`src/rtl/cfg_loader_pkg.sv`:
```
// Shared types and constants for the configuration-chain loader and its CRC helper.
package cfg_loader_pkg;

    typedef enum logic [2:0] {
        StIdle,
        StLoad,
        StShift,
        StCheck,
        StDone
    } state_e;

    localparam logic [15:0] CRC16_POLY = 16'h1021;
    localparam logic [15:0] CRC16_INIT = 16'hFFFF;

endpackage

```
`src/rtl/cfg_crc16.sv`:
```
// Serial CRC-16-CCITT, one message bit per enabled cycle, MSB-first, no reflection.
module cfg_crc16
    import cfg_loader_pkg::*;
(
    input  logic        clk,
    input  logic        nrst,
    input  logic        clr,
    input  logic        en,
    input  logic        din,
    output logic [15:0] crc
);

    logic [15:0] crc_q, crc_d;
    logic        fb;

    always_comb begin
        crc_d = crc_q;
        fb    = crc_q[15] ^ din;
        if (clr) begin
            crc_d = CRC16_INIT;
        end else if (en) begin
            crc_d = {crc_q[14:0], 1'b0} ^ (fb ? CRC16_POLY : 16'h0000);
        end
    end

    always_ff @(posedge clk or negedge nrst) begin
        if (!nrst) begin
            crc_q <= CRC16_INIT;
        end else begin
            crc_q <= crc_d;
        end
    end

    assign crc = crc_q;

endmodule

```
`src/rtl/cfg_chain_loader.sv`:
```
// Streams bitstream words MSB-first into the fabric config chain for exactly CHAIN_LEN enables.
// Optional CRC-16 trailer check is built when CFG_CHAIN_CRC_EN is defined.
module cfg_chain_loader
    import cfg_loader_pkg::*;
#(
    parameter int unsigned WORD_W    = 32,
    parameter int unsigned CHAIN_LEN = 272
) (
    input  logic              clk,
    input  logic              nrst,
    input  logic              start,
    input  logic              abort,
    input  logic [WORD_W-1:0] s_data,
    input  logic              s_valid,
    output logic              s_ready,
    output logic              cfg_en,
    output logic              cfg_data,
    output logic              busy,
    output logic              done,
    output logic              crc_err
);

    localparam int unsigned CNT_W = $clog2(CHAIN_LEN + 1);
    localparam int unsigned WB_W  = (WORD_W > 1) ? $clog2(WORD_W) : 1;
    localparam logic [CNT_W-1:0] LAST_BIT = CNT_W'(CHAIN_LEN - 1);
    localparam logic [WB_W-1:0]  LAST_WB  = WB_W'(WORD_W - 1);

    state_e            state_q, state_d;
    logic [CNT_W-1:0]  bit_cnt_q, bit_cnt_d;
    logic [WB_W-1:0]   word_bit_q, word_bit_d;
    logic [WORD_W-1:0] shreg_q, shreg_d;
    logic              last_bit, word_end;

`ifdef CFG_CHAIN_CRC_EN
    logic        crc_err_q, crc_err_d;
    logic        crc_clr;
    logic [15:0] crc;
`endif

    assign last_bit = (bit_cnt_q == LAST_BIT);
    assign word_end = (word_bit_q == LAST_WB);

    always_comb begin
        state_d    = state_q;
        bit_cnt_d  = bit_cnt_q;
        word_bit_d = word_bit_q;
        shreg_d    = shreg_q;
        s_ready    = 1'b0;
`ifdef CFG_CHAIN_CRC_EN
        crc_err_d  = crc_err_q;
        crc_clr    = 1'b0;
`endif
        case (state_q)
            StIdle, StDone: begin
                if (start) begin
                    state_d   = StLoad;
                    bit_cnt_d = '0;
`ifdef CFG_CHAIN_CRC_EN
                    crc_err_d = 1'b0;
                    crc_clr   = 1'b1;
`endif
                end
            end
            StLoad: begin
                // Gate ready with abort so the source never sees an accept that is discarded.
                s_ready = !abort;
                if (abort) begin
                    state_d = StIdle;
                end else if (s_valid) begin
                    shreg_d    = s_data;
                    word_bit_d = '0;
                    state_d    = StShift;
                end
            end
            StShift: begin
                shreg_d    = shreg_q << 1;
                word_bit_d = word_bit_q + 1'b1;
                bit_cnt_d  = bit_cnt_q + 1'b1;
                if (abort) begin
                    state_d = StIdle;
                end else if (last_bit) begin
`ifdef CFG_CHAIN_CRC_EN
                    state_d = StCheck;
`else
                    state_d = StDone;
`endif
                end else if (word_end) begin
                    s_ready = 1'b1;
                    if (s_valid) begin
                        shreg_d    = s_data;
                        word_bit_d = '0;
                    end else begin
                        state_d = StLoad;
                    end
                end
            end
`ifdef CFG_CHAIN_CRC_EN
            StCheck: begin
                s_ready = !abort;
                if (abort) begin
                    state_d = StIdle;
                end else if (s_valid) begin
                    crc_err_d = (16'(s_data) != crc);
                    state_d   = StDone;
                end
            end
`endif
            default: state_d = StIdle;
        endcase
    end

    always_ff @(posedge clk or negedge nrst) begin
        if (!nrst) begin
            state_q    <= StIdle;
            bit_cnt_q  <= '0;
            word_bit_q <= '0;
            shreg_q    <= '0;
        end else begin
            state_q    <= state_d;
            bit_cnt_q  <= bit_cnt_d;
            word_bit_q <= word_bit_d;
            shreg_q    <= shreg_d;
        end
    end

    assign cfg_en   = (state_q == StShift);
    assign cfg_data = cfg_en & shreg_q[WORD_W-1];
    assign busy     = (state_q == StLoad) || (state_q == StShift) || (state_q == StCheck);
    assign done     = (state_q == StDone);

`ifdef CFG_CHAIN_CRC_EN
    always_ff @(posedge clk or negedge nrst) begin
        if (!nrst) begin
            crc_err_q <= 1'b0;
        end else begin
            crc_err_q <= crc_err_d;
        end
    end

    cfg_crc16 u_crc (
        .clk  (clk),
        .nrst (nrst),
        .clr  (crc_clr),
        .en   (cfg_en),
        .din  (cfg_data),
        .crc  (crc)
    );

    assign crc_err = crc_err_q;
`else
    assign crc_err = 1'b0;
`endif

endmodule
```
`config.mk`:
```
export PLATFORM = sky130hd
export DESIGN_NAME = cfg_chain_loader
export DESIGN_NICKNAME = d
export VERILOG_FILES = /design/src/rtl/cfg_loader_pkg.sv /design/src/rtl/cfg_crc16.sv /design/src/rtl/cfg_chain_loader.sv
export SDC_FILE = /design/constraint.sdc
export NUM_CORES = 1
export LEC_CHECK = 0
export ABC_CLOCK_PERIOD_IN_PS = 2900
export BUFFER_PORTS_ARGS = -buffer_cell sky130_fd_sc_hd__buf_2
export CAP_MARGIN = 30
export CORE_ASPECT_RATIO = 0.8
export CORE_MARGIN = 10
export CORE_UTILIZATION = 56
export DETAILED_ROUTE_END_ITERATION = 6
export GPL_TIMING_DRIVEN = 0
export PLACE_DENSITY_LB_ADDON = 0.25
export SETUP_SLACK_MARGIN = 0.2
export SKIP_LAST_GASP = 1
export SLEW_MARGIN = 20
export SYNTH_ARGS = -nofsm -noshare
export SYNTH_HDL_FRONTEND = slang
export SYNTH_SLANG_ARGS = --single-unit
```
`constraint.sdc`:
```
create_clock -name clk -period 2.9 [get_ports clk]
set_clock_uncertainty 0.05 [all_clocks]
set_input_delay 0.58 -clock clk [delete_from_list [all_inputs] [get_ports clk]]
set_output_delay 0.58 -clock clk [all_outputs]
set_load 0.02 [all_outputs]
```
==> reports/metrics.yaml, run 1 <==
outcome: "finished clean"
required_ns: 2.27
leakage_nw: 1.37
nets: 368
fin_crit_ns: 2.62
fp.dieH_um: 80.2
avgRoutedWirePerCell_um: 15.4
cts_tree: "yes"
core_region_area_mm2: 0.00428
grt_antenna_before_repair: 0
design.die.area_mm2: 0.00765
dp_cells: 374
diodes: 0
synthTopCellsByArea: "dfrtp_1 (48%), o211ai_1 (18%), nand2_1 (12%)"
fin_cells: 386
critPathMaxFanout: 5
routabilityCongestion: 0.786
layout_common_cells: "nand2_1 (80), o211ai_1 (62), dfrtp_1 (48)"
finalPower_mw: 1.90
startpoint: "bit_cnt_q[5]$_DFFE_PN0P_"
vdd_drop_max_mv: 0.346
cp-start-kind: "flip-flop"
vias: 2212
syn_to_final_growth_pct: 18.9
crit_type: "flip-flop to output pin"
drive_gt1_share_pct: 21.6
clockBufferDepth: 2
htreeDepth: 2
syn_area_mm2: 0.00254
dpl_worst_slack_ns: 0.356
reg2reg_from: "word_bit_q[0]$_DFFE_PN0P_"
io_pins: 43
finalSetupTns_ns: 0
drc: 0
syn-instance-count: 275
initial_utilization_pct: 59.3
finalSetupViolCount: 0
vias_per_cell: 5.73
holdWs_ns: 0.272
ys_seq_elements: 49
hp-class: "input port to asynchronous set/reset pin"
hold_viol: 0
rows: 21
yosysUniqueCellTypes: 36
ys_seq_area_share_pct: 48.3
grt_pass1_vias: 2236
r2r_cells: 8
timing.reg2reg.setup_slack_ns: 0.41
port_buffers: 41
finalCritPeriodShare_pct: 90.4
path_clk_slew_ns: 0.08
yosys_warnings: 0
dpl.hpwl_mm: 4.13
cts_buffers: 5
gr-total-overflow: 0
grt_max_degree: 30
arrival_ns: 1.99
synth_nets: 315
grt_first_pass_wirelength_mm: 10.2
avgSynthCellArea_um2: 9.24
maxCapViolations: 0
relSlewSlack_pct: 53.3
layout_commonest_cell: "nand2_1"
cts.sinks: 49
drtIter0Drc: 126
synth_top_area_share_pct: 48.3
drt_pre_antenna_iters: 4
r2r_end: "shreg_q[27]$_DFFE_PN0P_"
synth_top_area_cell: "dfrtp_1"
die_w_um: 95.3
final_max_slew_viol_count: 0
fmax_mhz: 382
worst_pin_slew_ns: 0.698
wl_mm: 5.93
grt_use_total_pct: 16.3
grt_setup_unrepaired: "false"
layout_setup_ws_ns: 0.279
cts_root_buf: "clkbuf_8"
antenna_left: 0
cp-end-kind: "output pin"
worstSetupEndpoint: "s_ready"
hold_buffers: 0
p_per_area_mw_per_mm2: 630
insertion_delay_ns: 0.30
[worst max-delay path, cell delays in order, from the launching register on]
cell and delay (ns):
dfrtp_1 0.43, or4b_4 0.59, o311ai_4 0.30, or2_2 0.17, nand2_1 0.05, buf_4 0.15
[sequential cells by signal, summed over array words and instances, names as in the netlist]
register / cells
bit_cnt_q: 9
shreg_q: 32
state_q: 3
word_bit_q: 5
[per-stage QoR]
stage	area (um2)	utilization, %
final	3020	70.5
after global routing	3020	70.5
after CTS	2980	69.5
after detailed placement	2840	66.4
after global placement	2820	65.8
after floorplan	2540	-
[synthesized netlist by cell type]
cell	instances
o21ba_2	1
a22o_1	3
nor2b_1	3
or4b_1	1
or3b_1	1
o211ai_1	62
and2_1	3
o21bai_1	1
and3_1	4
dfrtp_1	49
o311ai_0	1
or2_1	1
o21ai_1	1
or2_2	1
o22ai_1	2
ha_1	3
a31oi_1	1
nor4bb_1	1
buf_1	3
nand3_1	6
buf_4	4
o21ai_0	2
conb_1	1
nor2_1	5
nor3_1	2
inv_1	4
nand2_1	80
or4b_2	1
nor4_4	1
buf_2	6
a21oi_1	1
o32ai_1	1
mux2i_1	7
clkbuf_1	9
nand4_1	2
o2bb2a_1	1
[routing by layer]
layer  share of wire [%]  up-vias  GRT usage, %
li1                    -     1101             -
met1                  44     1034          21.6
met2                  47       69          25.6
met3                 6.9        8          4.09
met4                 1.3        0          5.22
met5                   0        -             0
[worst min path at each step]
stage                              from  depth (start not counted)  slack [ns]                        to
2_1_floorplan                      nrst                          0        0.23  bit_cnt_q[0]$_DFFE_PN0P_
3_3_place_gp   bit_cnt_q[8]$_DFFE_PN0P_                          1        0.41  bit_cnt_q[8]$_DFFE_PN0P_
3_5_place_dp   bit_cnt_q[8]$_DFFE_PN0P_                          1        0.42  bit_cnt_q[8]$_DFFE_PN0P_
4_1_cts                            nrst                          1        0.29    shreg_q[2]$_DFFE_PN0P_
5_1_grt                            nrst                          1        0.30    shreg_q[2]$_DFFE_PN0P_
6_report                           nrst                          1        0.27  bit_cnt_q[7]$_DFFE_PN0P_
[power breakdown]
| part | switching [mW] | total (mW) | internal [mW] |
|---|---|---|---|
| Sequential | 0.117 | 0.996 | 0.879 |
| Clock | 0.223 | 0.504 | 0.281 |
| Combinational | 0.224 | 0.401 | 0.178 |
[cell families after synthesis]
group	after synthesis	share of synthesized area, %
other	1	0.148
adder cells (fa/ha/maj)	3	1.48
flip-flops	49	48.3
buffers and inverters	26	4.73
AND/OR/NAND/NOR	112	20.0
AO/OA/AOI/OAI	77	22.7
multiplexers	7	2.76
[cell type report]
| class | count | area, um2 |
|---|---|---|
| plain buffers | 22 | 108 |
| clock inverters | 1 | 30.0 |
| flip-flops and latches | 49 | 1230 |
| inverters | 4 | 17.5 |
| fillers | 340 | 1260 |
| clock buffers | 7 | 86.3 |
| repair buffers | 46 | 265 |
| multi-input cells | 200 | 1210 |
| well taps | 57 | 71.3 |
[what timing repair did]
action / CTS / global route
setup endpoints to repair: 1 / 1
resized for setup: 4 / 5
setup buffers: 1 / 3
No activity file was read; power rests on OpenSTA's default activity.
==> inputs of run 2 (changes only) <==
- REMOVE_ABC_BUFFERS: default -> 1
==> reports/metrics.yaml, run 2 (same netlist as run 1, synthesis figures left out) <==
outcome: "finished clean"
power.internal_mw: 1.23
required_ns: 2.27
path_clk_slew_ns: 0.09
crit_slowest_cell: "or3b_4"
gr-total-overflow: 0
drtIter0Drc: 126
rows: 21
htreeDepth: 2
io_pins: 43
cpLargestDelayFamily: "simple AND/OR/NAND/NOR gates"
grt_antenna_before_repair: 0
cts_root_buf: "clkbuf_8"
dpl_worst_slack_ns: -0.180
top_regs: "shreg_q (32), bit_cnt_q (9), word_bit_q (5)"
p_per_area_mw_per_mm2: 595
final_max_slew_viol_count: 0
grt_first_pass_wirelength_mm: 9.84
largest-register: "shreg_q"
vias: 2099
worstPathCellList: "or3b_4 > inv_4 > o311ai_4 > or2_2 > nand2_1 > buf_2"
cts_buffers: 5
grt_use_total_pct: 15.4
drive_gt1_share_pct: 21.4
r2r_cells: 7
core_region_area_mm2: 0.00428
avgRoutedWirePerCell_um: 15.5
vias_per_cell: 5.73
grt_pass1_vias: 2089
diodes: 0
design.die.area_mm2: 0.00765
clkPwrFrac_pct: 21.4
initial_utilization_pct: 59.3
die_w_um: 95.3
drt_pre_antenna_iters: 4
crit_buf_inv: 2
largest_reg_flops: 32
vdd_drop_max_mv: 0.361
leakage_nw: 1.32
place_area_mm2: 0.00286
drc: 0
worst_pin_slew_ns: 0.735
fp.dieH_um: 80.2
finalCritPeriodShare_pct: 90.6
fmax_mhz: 381
cp-start-kind: "flip-flop"
reg2reg_from: "bit_cnt_q[5]$_DFFE_PN0P_"
layout_common_cells: "nand2_1 (80), o211ai_1 (62), dfrtp_1 (47)"
layout_commonest_cell: "nand2_1"
insertion_delay_ns: 0.29
cp-end-kind: "output pin"
maxCapViolations: 0
syn_to_final_growth_pct: 17.3
antenna_left: 0
fin_crit_ns: 2.63
critPathMaxFanout: 7
grt_setup_unrepaired: "false"
hp-class: "input port to asynchronous set/reset pin"
nets: 348
layout_setup_ws_ns: 0.273
max_stage_delay_ns: 0.48
seqPwrFrac_pct: 56.3
timing.reg2reg.setup_slack_ns: 0.35
wl_mm: 5.67
power.share.combinational_pct: 22.3
arrival_ns: 2.00
final_cell_area_mm2: 0.00298
clockBufferDepth: 2
hold_viol: 0
dpl.hpwl_mm: 3.90
r2r_end: "shreg_q[6]$_DFFE_PN0P_"
port_buffers: 41
cts_tree: "yes"
p_sw_mw: 0.542
finalSetupViolCount: 0
grt_max_degree: 65
relSlewSlack_pct: 51.0
routabilityCongestion: 0.769
p_sw_share_pct: 30.6
crit_type: "flip-flop to output pin"
cts.sinks: 49
[run 2: cell type report]
class	count	area, um2
inverter	4	17.5
fill	350	1300
tap	57	71.3
sequential	49	1230
clock buffer	8	80.1
multi-input combinational	200	1250
timing repair buffer	48	329
[run 2: layer usage]
metal	track usage, %	routed length, um
met3	3.81	270
met5	0	0
met1	20.0	2520
met2	25.5	2840
met4	2.99	38
[run 2: worst register-to-register path: cells and delay by family (launching register included)]
kind	cells	cell delay, ns
simple gates	3	1.19
compound gates	1	0.12
buf+inv	3	0.63
flops	1	0.43
[run 2: how the worst max path moves through the flow]
| stage | to | slack [ns] | cells after the start | start |
|---|---|---|---|---|
| 3_3_place_gp | shreg_q[20]$_DFFE_PN0P_ | -1.86 | 6 | word_bit_q[0]$_DFFE_PN0P_ |
| 4_1_cts | s_ready | 0.24 | 5 | bit_cnt_q[5]$_DFFE_PN0P_ |
| 2_1_floorplan | shreg_q[10]$_DFFE_PN0P_ | -0.66 | 6 | word_bit_q[0]$_DFFE_PN0P_ |
| 3_5_place_dp | shreg_q[3]$_DFFE_PN0P_ | -0.18 | 7 | state_q[0]$_DFFE_PN0P_ |
| 6_report | s_ready | 0.27 | 6 | state_q[2]$_DFFE_PN0P_ |
| 5_1_grt | s_ready | 0.20 | 6 | state_q[2]$_DFFE_PN0P_ |
[run 2: repair_timing]
item                                    4_1_cts  5_1_grt
hold buffers                                  0        0
pin swaps                                     1        2
gates resized for setup                       7        4
endpoints found under the hold margin         0        0
endpoints found under the setup margin       35       19
buffers inserted                              1        0
[run 2: through the flow]
stage / total power, mW / TNS (ns) / instances / utilization (%) / hold WS, ns
6_report: 1.77 / 0 / 366 / 69.6 / 0.277
5_1_grt: 1.90 / 0 / 366 / 69.6 / 0.316
4_1_cts: 1.79 / 0 / 366 / 69.4 / 0.305
3_5_place_dp: 1.41 / -3.03 / 357 / 66.8 / 0.420
3_3_place_gp: 1.35 / -64.64 / 351 / 63.3 / 0.408
2_1_floorplan: 1.24 / -22.13 / 253 / - / 0.234
[run 2: power groups by stage]
stage | clock network, mW | logic (mW) | registers, mW
final | 0.379 | 0.395 | 0.998
after CTS | 0.387 | 0.402 | 0.999
after global placement | 0 | 0.353 | 1.00
after floorplan | 0 | 0.268 | 0.977
after global routing | 0.417 | 0.458 | 1.03
after detailed placement | 0 | 0.399 | 1.01
==> inputs of run 3 (changes only) <==
- CORE_MARGIN: 10 -> 2
- REMOVE_ABC_BUFFERS: 1 -> default
==> reports/metrics.yaml, run 3 (same netlist as run 1, synthesis figures left out) <==
fp.dieH_um: 64.2
rows: 21
maxCapViolations: 0
insertion_delay_ns: 0.30
grt_setup_unrepaired: "false"
vdd_drop_max_mv: 0.349
routabilityCongestion: 0.746
core_region_area_mm2: 0.00428
io_pins: 43
antenna_left: 0
syn_to_final_growth_pct: 18.5
cts_root_buf: "clkbuf_8"
outcome: "finished clean"
p_sw_mw: 0.553
p_sw_share_pct: 30.7
initial_utilization_pct: 59.3
cp-end-kind: "output pin"
hold_viol: 0
path_clk_slew_ns: 0.08
cp-start-kind: "flip-flop"
drc: 0
clockBufferDepth: 2
finalCritPeriodShare_pct: 90.3
gr-total-overflow: 0
vias_per_cell: 5.68
grt_max_degree: 22
relSlewSlack_pct: 53.2
power.internal_mw: 1.25
largest_reg_flops: 32
critPathMaxFanout: 5
wl_mm: 5.50
vias: 2182
diodes: 0
clkPwrFrac_pct: 22.3
crit_type: "flip-flop to output pin"
top_regs: "shreg_q (32), bit_cnt_q (9), word_bit_q (5)"
p_per_area_mw_per_mm2: 599
grt_antenna_before_repair: 0
leakage_nw: 1.36
hp-class: "input port to asynchronous set/reset pin"
htreeDepth: 2
drt_pre_antenna_iters: 4
cts_tree: "yes"
r2r_end: "shreg_q[17]$_DFFE_PN0P_"
arrival_ns: 1.99
timing.reg2reg.setup_slack_ns: 0.41
required_ns: 2.27
layout_common_cells: "nand2_1 (80), o211ai_1 (62), dfrtp_1 (46)"
grt_use_total_pct: 23.0
hold_buffers: 0
die_w_um: 79.3
cts_buffers: 5
fin_crit_ns: 2.62
seqPwrFrac_pct: 55.4
fmax_mhz: 382
cts.sinks: 49
grt_first_pass_wirelength_mm: 9.11
finalSetupViolCount: 0
worst_pin_slew_ns: 0.699
design.die.area_mm2: 0.00509
dpl.hpwl_mm: 3.80
layout_commonest_cell: "nand2_1"
drtIter0Drc: 144
grt_pass1_vias: 1949
drive_gt1_share_pct: 21.7
finalSetupTns_ns: 0
avgRoutedWirePerCell_um: 14.3
finalPower_mw: 1.80
largest-register: "shreg_q"
port_buffers: 41
reg2reg_from: "word_bit_q[0]$_DFFE_PN0P_"
nFillCells: 358
power.share.combinational_pct: 22.3
r2r_cells: 7
nets: 367
final_max_slew_viol_count: 0
==> run 3: cell count changes in the layout (fill, tap and decap cells not counted), sizes merged <==
cell / before / now
clkbuf: 8 / 16
buf: 48 / 58
==> run 3: what timing repair did <==
action / in CTS / in global routing
resized for setup: 5 / 8
pin swaps: 0 / 0
endpoints found under the setup margin: 1 / 1
setup buffers: 0 / 2
==> run 3: metrics by stage <==
stage / hold slack [ns] / cell area, um2 / util [%] / instances / worst slack [ns]
finish: 0.118 / 3010 / 70.3 / 384 / 0.281
global placement: 0.405 / 2820 / 65.8 / 373 / 0.396
CTS: 0.117 / 2970 / 69.3 / 382 / 0.200
global route: 0.111 / 3010 / 70.3 / 384 / 0.202
detailed placement: 0.428 / 2870 / 67.0 / 375 / 0.340
floorplan: 0.234 / 2540 / - / 275 / 0.442
==> run 3: area by class of cell <==
class,instances,area (um2),share of cell area (%)
Buffer,22,111,3.70
Clock buffer,7,86.3,2.87
Inverter,4,17.5,0.582
Multi-Input combinational cell,200,1210,40.4
Sequential cell,49,1230,40.9
Tap cell,57,71.3,2.37
Timing Repair Buffer,45,278,9.23
==> run 3: how the worst max path moves through the flow <==
stage                              from  endpoint  slack, ns  cells after the start
6_report       bit_cnt_q[5]$_DFFE_PN0P_   s_ready       0.28                      5
3_3_place_gp     state_q[0]$_DFFE_PN0P_   s_ready       0.40                      7
5_1_grt        bit_cnt_q[5]$_DFFE_PN0P_   s_ready       0.20                      5
3_5_place_dp   bit_cnt_q[4]$_DFFE_PN0P_   s_ready       0.34                      5
4_1_cts        bit_cnt_q[4]$_DFFE_PN0P_   s_ready       0.20                      5
2_1_floorplan    state_q[0]$_DFFE_PN0P_   s_ready       0.44                      6
==> run 3: power by group through the flow <==
stage               clock network (mW)  registers, mW  logic, mW
floorplan                            0          0.976      0.284
global placement                     0          0.999      0.367
detailed placement                   0           1.01      0.394
CTS                              0.411          0.996      0.396
global route                     0.452           1.02      0.465
finish                           0.402          0.999      0.403
==> run 3: critical path: stages, from the launching register on <==
cell      delay, ns
dfrtp_1        0.42
or4b_4         0.59
o311ai_4       0.30
or2_2          0.17
nand2_1        0.06
buf_4          0.15
==> run 3: metal layers <==
layer  GRT usage, %  vias to the layer above  wire, um
met3           6.07                        7       205
met4           6.47                        0        76
li1               -                     1094         -
met1           34.7                     1026      2680
met2           32.4                       55      2540
met5              0                        -         0
